### src/rtl/usart_rx_fifo_if.sv
// CPU-side read port of the USART receiver: FIFO head, pop/clear strobes, status.
// master = CPU (drives RdEn/ClrErr), slave = receiver (drives everything else).
interface usart_rx_fifo_if #(
    parameter int DATA_W = 8,
    parameter int DEPTH  = 16
) ();
    localparam int LVL_W = $clog2(DEPTH) + 1;

    logic              RdEn;
    logic              ClrErr;
    logic [DATA_W-1:0] RdData;
    logic [1:0]        RdFlags;
    logic [LVL_W-1:0]  Level;
    logic [4:0]        Status;
    logic              Overrun;
    logic              Timeout;

    modport master (
        output RdEn, ClrErr,
        input  RdData, RdFlags, Level, Status, Overrun, Timeout
    );

    modport slave (
        input  RdEn, ClrErr,
        output RdData, RdFlags, Level, Status, Overrun, Timeout
    );
endinterface

### src/rtl/usart_rx_fifo.sv
// Oversampled asynchronous USART receiver (5-9 data bits, none/even/odd parity,
// 1/2 stop bits) feeding a show-ahead receive FIFO with per-word {FE,PE} tags.
// Optional feature: define USART_RX_TIMEOUT_EN to enable the idle timeout
// counter; otherwise Timeout is tied low.
module usart_rx_fifo #(
    parameter int DATA_W = 8,
    parameter int DEPTH  = 16,
    parameter int OVS    = 16
) (
    input  logic        CPUClk,
    input  logic        Reset_n,
    input  logic        Enable,
    input  logic [15:0] BaudDiv,
    input  logic [1:0]  ParMode,
    input  logic        StopBits,
    input  logic        SLBit,
    usart_rx_fifo_if.slave bus
);
    localparam int PTR_W  = $clog2(DEPTH);
    localparam int LVL_W  = PTR_W + 1;
    localparam int CNT_W  = $clog2(OVS);
    localparam int BIT_W  = $clog2(DATA_W);
    localparam int WORD_W = DATA_W + 2;

    localparam logic [CNT_W-1:0] HALF_TICK = CNT_W'(OVS / 2 - 1);
    localparam logic [CNT_W-1:0] FULL_TICK = CNT_W'(OVS - 1);
    localparam logic [BIT_W-1:0] LAST_BIT  = BIT_W'(DATA_W - 1);

    typedef enum logic [2:0] {
        S_IDLE, S_START, S_DATA, S_PARITY, S_STOP1, S_STOP2
    } state_t;

    state_t             state;
    logic               sync1, sync2, line;
    logic [15:0]        div_cnt;
    logic               tick;
    logic               line_prev;
    logic [CNT_W-1:0]   cnt;
    logic [BIT_W-1:0]   bit_idx;
    logic [DATA_W-1:0]  shreg;
    logic               fe, pe;
    logic               push_req, cp;
    logic               par_en, start_det;

    logic [WORD_W-1:0]  mem [DEPTH];
    logic [PTR_W-1:0]   wr_ptr, rd_ptr;
    logic [LVL_W-1:0]   level;
    logic               fe_st, pe_st, overrun;
    logic               full, empty, pop, accept;

    assign line      = sync2;
    assign tick      = Enable && (div_cnt == '0);
    assign par_en    = (ParMode == 2'b01) || (ParMode == 2'b10);
    assign start_det = tick && (state == S_IDLE) && line_prev && !line;

    // Two-flop synchroniser for the asynchronous serial line; idles high.
    // NOTE: every clocked block uses non-blocking assignments so all flops sample pre-edge values.
    always_ff @(posedge CPUClk or negedge Reset_n) begin
        if (!Reset_n) begin
            sync1 <= 1'b1;
            sync2 <= 1'b1;
        end else begin
            sync1 <= SLBit;
            sync2 <= sync1;
        end
    end

    // Baud tick generator: reloads from BaudDiv, ticks on zero, parked while disabled.
    always_ff @(posedge CPUClk or negedge Reset_n) begin
        if (!Reset_n)
            div_cnt <= '0;
        else if (!Enable || div_cnt == '0)
            div_cnt <= BaudDiv;
        else
            div_cnt <= div_cnt - 16'd1;
    end

    // Frame FSM: start validation, data shift, parity/stop checks, push request.
    always_ff @(posedge CPUClk or negedge Reset_n) begin
        if (!Reset_n) begin
            state     <= S_IDLE;
            line_prev <= 1'b1;
            cnt       <= '0;
            bit_idx   <= '0;
            shreg     <= '0;
            fe        <= 1'b0;
            pe        <= 1'b0;
            push_req  <= 1'b0;
            cp        <= 1'b0;
        end else begin
            push_req <= 1'b0;
            cp       <= 1'b0;
            if (!Enable) begin
                state <= S_IDLE;
            end else if (tick) begin
                // Previous tick's line level: a start edge needs a high sample first.
                line_prev <= line;
                case (state)
                    S_IDLE: begin
                        if (line_prev && !line) begin
                            state <= S_START;
                            cnt   <= CNT_W'(1);
                            fe    <= 1'b0;
                            pe    <= 1'b0;
                        end
                    end
                    S_START: begin
                        if (cnt == HALF_TICK) begin
                            cnt     <= '0;
                            bit_idx <= '0;
                            state   <= line ? S_IDLE : S_DATA;
                        end else begin
                            cnt <= cnt + 1'b1;
                        end
                    end
                    S_DATA: begin
                        if (cnt == FULL_TICK) begin
                            cnt   <= '0;
                            shreg <= {line, shreg[DATA_W-1:1]};
                            if (bit_idx == LAST_BIT)
                                state <= par_en ? S_PARITY : S_STOP1;
                            else
                                bit_idx <= bit_idx + 1'b1;
                        end else begin
                            cnt <= cnt + 1'b1;
                        end
                    end
                    S_PARITY: begin
                        if (cnt == FULL_TICK) begin
                            cnt   <= '0;
                            pe    <= line != ((ParMode == 2'b10) ? ~^shreg : ^shreg);
                            state <= S_STOP1;
                        end else begin
                            cnt <= cnt + 1'b1;
                        end
                    end
                    S_STOP1, S_STOP2: begin
                        if (cnt == FULL_TICK) begin
                            cnt <= '0;
                            if (!line)
                                fe <= 1'b1;
                            if (state == S_STOP1 && StopBits) begin
                                state <= S_STOP2;
                            end else begin
                                state    <= S_IDLE;
                                push_req <= 1'b1;
                                cp       <= 1'b1;
                            end
                        end else begin
                            cnt <= cnt + 1'b1;
                        end
                    end
                    default: state <= S_IDLE;
                endcase
            end
        end
    end

    assign full   = (level == LVL_W'(DEPTH));
    assign empty  = (level == '0);
    assign pop    = bus.RdEn && !empty;
    assign accept = push_req && (!full || pop);

    // FIFO storage, pointers, level and sticky error flags.
    always_ff @(posedge CPUClk or negedge Reset_n) begin
        if (!Reset_n) begin
            // NOTE: storage is reset too, because a reset must wipe any received words.
            for (int i = 0; i < DEPTH; i++)
                mem[i] <= '0;
            wr_ptr  <= '0;
            rd_ptr  <= '0;
            level   <= '0;
            fe_st   <= 1'b0;
            pe_st   <= 1'b0;
            overrun <= 1'b0;
        end else begin
            if (accept) begin
                mem[wr_ptr] <= {fe, pe, shreg};
                wr_ptr      <= wr_ptr + 1'b1;
            end
            if (pop)
                rd_ptr <= rd_ptr + 1'b1;
            if (accept && !pop)
                level <= level + 1'b1;
            else if (pop && !accept)
                level <= level - 1'b1;
            // A new error in the same cycle as ClrErr keeps the flag set.
            fe_st   <= (fe_st && !bus.ClrErr) || (push_req && fe);
            pe_st   <= (pe_st && !bus.ClrErr) || (push_req && pe);
            overrun <= (overrun && !bus.ClrErr) || (push_req && !accept);
        end
    end

    assign bus.RdData  = empty ? '0 : mem[rd_ptr][DATA_W-1:0];
    assign bus.RdFlags = empty ? '0 : mem[rd_ptr][WORD_W-1:DATA_W];
    assign bus.Level   = level;
    assign bus.Status  = {cp, full, empty, fe_st, pe_st};
    assign bus.Overrun = overrun;

`ifdef USART_RX_TIMEOUT_EN
    localparam int TO_LIMIT = OVS * 40;
    localparam int TO_W     = $clog2(TO_LIMIT + 1);

    logic [TO_W-1:0] to_cnt;
    logic            timeout;

    // Idle timeout: counts ticks while idle with data waiting; pop/start/empty clear it.
    always_ff @(posedge CPUClk or negedge Reset_n) begin
        if (!Reset_n) begin
            to_cnt  <= '0;
            timeout <= 1'b0;
        end else if (start_det || pop || empty) begin
            to_cnt  <= '0;
            timeout <= 1'b0;
        end else if (tick && state == S_IDLE && !timeout) begin
            to_cnt <= to_cnt + 1'b1;
            if (to_cnt == TO_W'(TO_LIMIT - 1))
                timeout <= 1'b1;
        end
    end

    assign bus.Timeout = timeout;
`else
    assign bus.Timeout = 1'b0;
`endif
endmodule

### src/flat_wrapper.sv
// flat-port wrapper written by rule: the top's interface ports become plain ports
module usart_rx_fifo_flat 
#(
    parameter int DATA_W = 8,
    parameter int DEPTH  = 16,
    parameter int OVS    = 16
)
  (CPUClk, Reset_n, Enable, BaudDiv, ParMode, StopBits, SLBit, bus_RdEn, bus_ClrErr, bus_RdData, bus_RdFlags, bus_Level, bus_Status, bus_Overrun, bus_Timeout);
  usart_rx_fifo_if #(.DATA_W(DATA_W), .DEPTH(DEPTH)) bus_i ();
  input  logic CPUClk;
  input  logic Reset_n;
  input  logic Enable;
  input  logic [15:0] BaudDiv;
  input  logic [1:0] ParMode;
  input  logic StopBits;
  input  logic SLBit;
  input wire logic [$bits(bus_i.RdEn)-1:0] bus_RdEn;
  input wire logic [$bits(bus_i.ClrErr)-1:0] bus_ClrErr;
  output wire logic [$bits(bus_i.RdData)-1:0] bus_RdData;
  output wire logic [$bits(bus_i.RdFlags)-1:0] bus_RdFlags;
  output wire logic [$bits(bus_i.Level)-1:0] bus_Level;
  output wire logic [$bits(bus_i.Status)-1:0] bus_Status;
  output wire logic [$bits(bus_i.Overrun)-1:0] bus_Overrun;
  output wire logic [$bits(bus_i.Timeout)-1:0] bus_Timeout;
  assign bus_i.RdEn = bus_RdEn;
  assign bus_i.ClrErr = bus_ClrErr;
  assign bus_RdData = bus_i.RdData;
  assign bus_RdFlags = bus_i.RdFlags;
  assign bus_Level = bus_i.Level;
  assign bus_Status = bus_i.Status;
  assign bus_Overrun = bus_i.Overrun;
  assign bus_Timeout = bus_i.Timeout;
  usart_rx_fifo #(.DATA_W(DATA_W), .DEPTH(DEPTH), .OVS(OVS)) u_core (.CPUClk(CPUClk), .Reset_n(Reset_n), .Enable(Enable), .BaudDiv(BaudDiv), .ParMode(ParMode), .StopBits(StopBits), .SLBit(SLBit), .bus(bus_i));
endmodule
### config.mk
export PLATFORM = sky130hd
export DESIGN_NAME = usart_rx_fifo_flat
export DESIGN_NICKNAME = d
export VERILOG_FILES = /design/src/rtl/usart_rx_fifo_if.sv /design/src/rtl/usart_rx_fifo.sv /design/src/flat_wrapper.sv
export SDC_FILE = /design/constraint.sdc
export NUM_CORES = 1
export LEC_CHECK = 0
export CORE_ASPECT_RATIO = 0.5
export CORE_MARGIN = 5
export CORE_UTILIZATION = 40
export CTS_BUF_LIST = sky130_fd_sc_hd__clkbuf_4
export DETAILED_ROUTE_END_ITERATION = 6
export GPL_TIMING_DRIVEN = 1
export SLEW_MARGIN = 20
export SYNTH_ARGS = -nofsm -noshare
export SYNTH_HDL_FRONTEND = slang
export SYNTH_SLANG_ARGS = --single-unit
### constraint.sdc
create_clock -name CPUClk -period 3.6 [get_ports CPUClk]
set_input_delay 0.9 -clock CPUClk [delete_from_list [all_inputs] [get_ports CPUClk]]
set_output_delay 0.9 -clock CPUClk [all_outputs]
set_load 0.05 [all_outputs]
==> impl_metrics.tcl <==
set metrics [dict create \
    synth_enable_flop_cells 0 \
    drt_iter0_markers 432 \
    grt_pass1_wl_mm 38.49 \
    drcViolationCount 0 \
    worst-path-buf-inv 3 \
    async_reset_ff_frac 1.000 \
    netlist_area_mm2 0.01040 \
    crit_family "multiplexers" \
    dieArea_mm2 0.02952 \
    end_kind "output pin" \
    vias_per_cell 5.305 \
    synth_cell_type_count 56 \
    h-tree-depth 2 \
    gp_congestion 0.7806 \
    synth_seq_cells 216 \
    clk_latency_ns 0.70 \
    worstMarginPinSlew_ns 0.8459 \
    layout-drive-gt1-share 0.4354 \
    ys_warn_count 0 \
    cts.clk_slew.worst_paths_ns 0.07 \
    peakVddDrop_mv 0.2314 \
    initial_core_util 0.4096 \
    portBuffers 45 \
    synth_area_leader_cell "dfrtp_1" \
    finalHoldViolations 0 \
    finalWirelength_mm 23.66 \
    power_density_mw_per_mm2 493.4 \
    slew_headroom 0.4360 \
    cts_made_buffers 52 \
    finalSetupViolations 9 \
    fin_crit_sh 1.011 \
    reg2reg_setup_slack_ns 0.68 \
    grt_max_degree 98 \
    path_cells "buf_6 > buf_16 > mux4_2 > mux4_2 > nor2b_4 > buf_6" \
    cts_root_buf "clkbuf_4" \
    syn_avg_cell_area_um2 13.79 \
    violations "negative setup slack" \
    yosysSeqAreaShare 0.5201 \
    cp-start-kind "register" \
    synthFlopType "dfrtp_1" \
    placementRows 41 \
    required_ns 2.70 \
    rsz0062_at_grt "yes" \
    max_freq_ghz 0.2746 \
    crit_fanout 7 \
    grt_pass1_vias 6805 \
    routedWlPerCell_um 19.39 \
    fin_nets 878 \
    place_hpwl_mm 15.15 \
    vias 6472 \
    layout_min_cycle_time_ns 3.641 \
    drv_cap 0 \
    clock_path_buffers 3 \
    crit_arrival_ns 2.74 \
    antenna_found_initial 1 \
    cts_tree "built" \
    area_delta_synth_final_pct 17.29 \
    syn_nets 795 \
    ant_nets 0 \
    cts_sinks 216 \
    overflow 0 \
    syn-instance-count 754 \
    core_mm2 0.02539 \
    die_x_um 238.0 \
    drv_slew 0 \
    fin_ws_ns -0.04116 \
    final.setup.tns_ns -0.2006 \
    dieHeight_um 124.0 \
    crit_type "reg -> out" \
    status "finished with violations" \
    cpMaxStageDelayCell "mux4_2" \
    dr.pass1.iters 4 \
    place_ws_ns 0.2169 \
    slowest_delay_ns 0.51 \
    synth_top_area_frac 0.5125 \
    min_path_type "in -> async" \
    fin_skew_ns 0.03767 \
    synth_area_leaders "dfrtp_1 (51%), mux2_2 (19%), mux4_2 (11%)" \
    grtUsageTotal 0.1665 \
    leakagePower_uw 0.005596 \
    num_io_pins 47 \
]
## area by class of cell
cell class	instances	area, µm²
antenna	1	2.502
clock buffer	72	540.5
clock inverter	20	108.9
fill	2255	13200
inverter	18	67.56
multi-input combinational	467	4723
sequential	216	5411
tap	344	430.4
timing repair buffer	82	913.4
## power breakdown
| part | internal (µW) | switching, µW | total [µW] |
|---|---|---|---|
| sequential | 2500 | 131 | 2630 |
| clock | 999 | 1010 | 2010 |
| combinational | 654 | 724 | 1380 |
| total | 4160 | 1860 | 6020 |
## layout by cell type, fill, tap and decap left out, types with 4 or more instances in the layout
cell type,count
mux4_2,50
dfrtp_1,211
o31ai_1,6
nand3_1,10
inv_1,18
and2_1,4
xnor2_1,26
buf_6,10
buf_12,6
xor2_1,7
ha_1,15
nor3_1,10
mux2_2,171
a21oi_1,10
nor2b_1,9
clkbuf_4,72
o21ai_0,28
or3_1,5
buf_16,4
nor3_2,4
nand2_1,36
clkinv_1,14
nor2b_4,4
buf_4,26
nor2_1,10
nor2_2,12
clkdlybuf4s50_1,33
## stage by stage
stage          cell area (µm²)  hold WS, ns  cells  total power, µW  utilization
2_1_floorplan            10400       0.3452    754             3418            -
3_3_place_gp             11320       0.3468   1121             3828       0.4457
3_5_place_dp             11320       0.3500   1121             3842       0.4457
4_1_cts                  12190       0.2072   1219             6115       0.4799
5_1_grt                  12200       0.2107   1220             6334       0.4804
6_report                 12200       0.2074   1220             6018       0.4804
## cell families after synthesis
family          Yosys count  share of synthesized area
simple gates            133                    0.07267
mux                     221                     0.2934
fa+ha+maj                16                    0.01997
xor+xnor                 33                    0.02779
buf+inv                  71                    0.02947
other cells               1                  0.0003606
flops                   216                     0.5201
compound gates           63                    0.03621
## worst paths after layout
path | endpoint | startpoint | depth (start not counted)
min | u_core.cnt[3]$_DFFE_PN0P_ | Reset_n | 1
min in group CPUClk | u_core.line$_DFF_PN1_ | u_core.sync1$_DFF_PN1_ | 0
min reg2reg | u_core.line$_DFF_PN1_ | u_core.sync1$_DFF_PN1_ | 0
max in group asynchronous | u_core.line_prev$_DFFE_PN1P_ | Reset_n | 2
max | bus_RdData[1] | u_core.rd_ptr[0]$_DFFE_PN0P_ | 6
max reg2reg | u_core.bus.Level[4]$_DFFE_PN0P_ | u_core.bus.Level[1]$_DFFE_PN0P_ | 12
## timing repair
action                                  4_1_cts  5_1_grt
cloned                                        4        0
pin swaps                                     0        0
resized for setup                            29        2
hold buffers                                  0        0
endpoints found under the setup margin       10       11
buffers inserted                              2        0
## sequential cells by signal (all words and copies together) (netlist names)
name	count
u_core.bit_idx	3
u_core.bus.Level	5
u_core.bus.Overrun	1
u_core.cnt	4
u_core.div_cnt	16
u_core.fe	1
u_core.fe_st	1
u_core.line	1
u_core.line_prev	1
u_core.mem	160
u_core.pe	1
u_core.pe_st	1
u_core.push_req	1
u_core.rd_ptr	4
u_core.shreg	8
u_core.state	3
u_core.sync1	1
u_core.wr_ptr	4
## cells in the mapped netlist (10+ instances only)
master    number
dfrtp_1      213
mux2_2       171
mux4_2        50
nand2_1       36
clkbuf_1      28
o21ai_0       28
xnor2_1       26
inv_1         18
ha_1          15
nor2b_1       14
buf_1         12
nor2_2        12
a21oi_1       10
nand3_1       10
nor2_1        10
nor3_1        10
## routing by layer
| metal | vias to the layer above | share of wire | GRT usage |
|---|---|---|---|
| met3 | 25 | 0.045 | 0.04159 |
| met2 | 113 | 0.46 | 0.2589 |
| met1 | 3406 | 0.48 | 0.2378 |
| li1 | 2928 | - | - |
| met4 | 0 | 0.012 | 0.04047 |
| met5 | - | 0 | 0 |
Power figures use the tool's default switching activity.
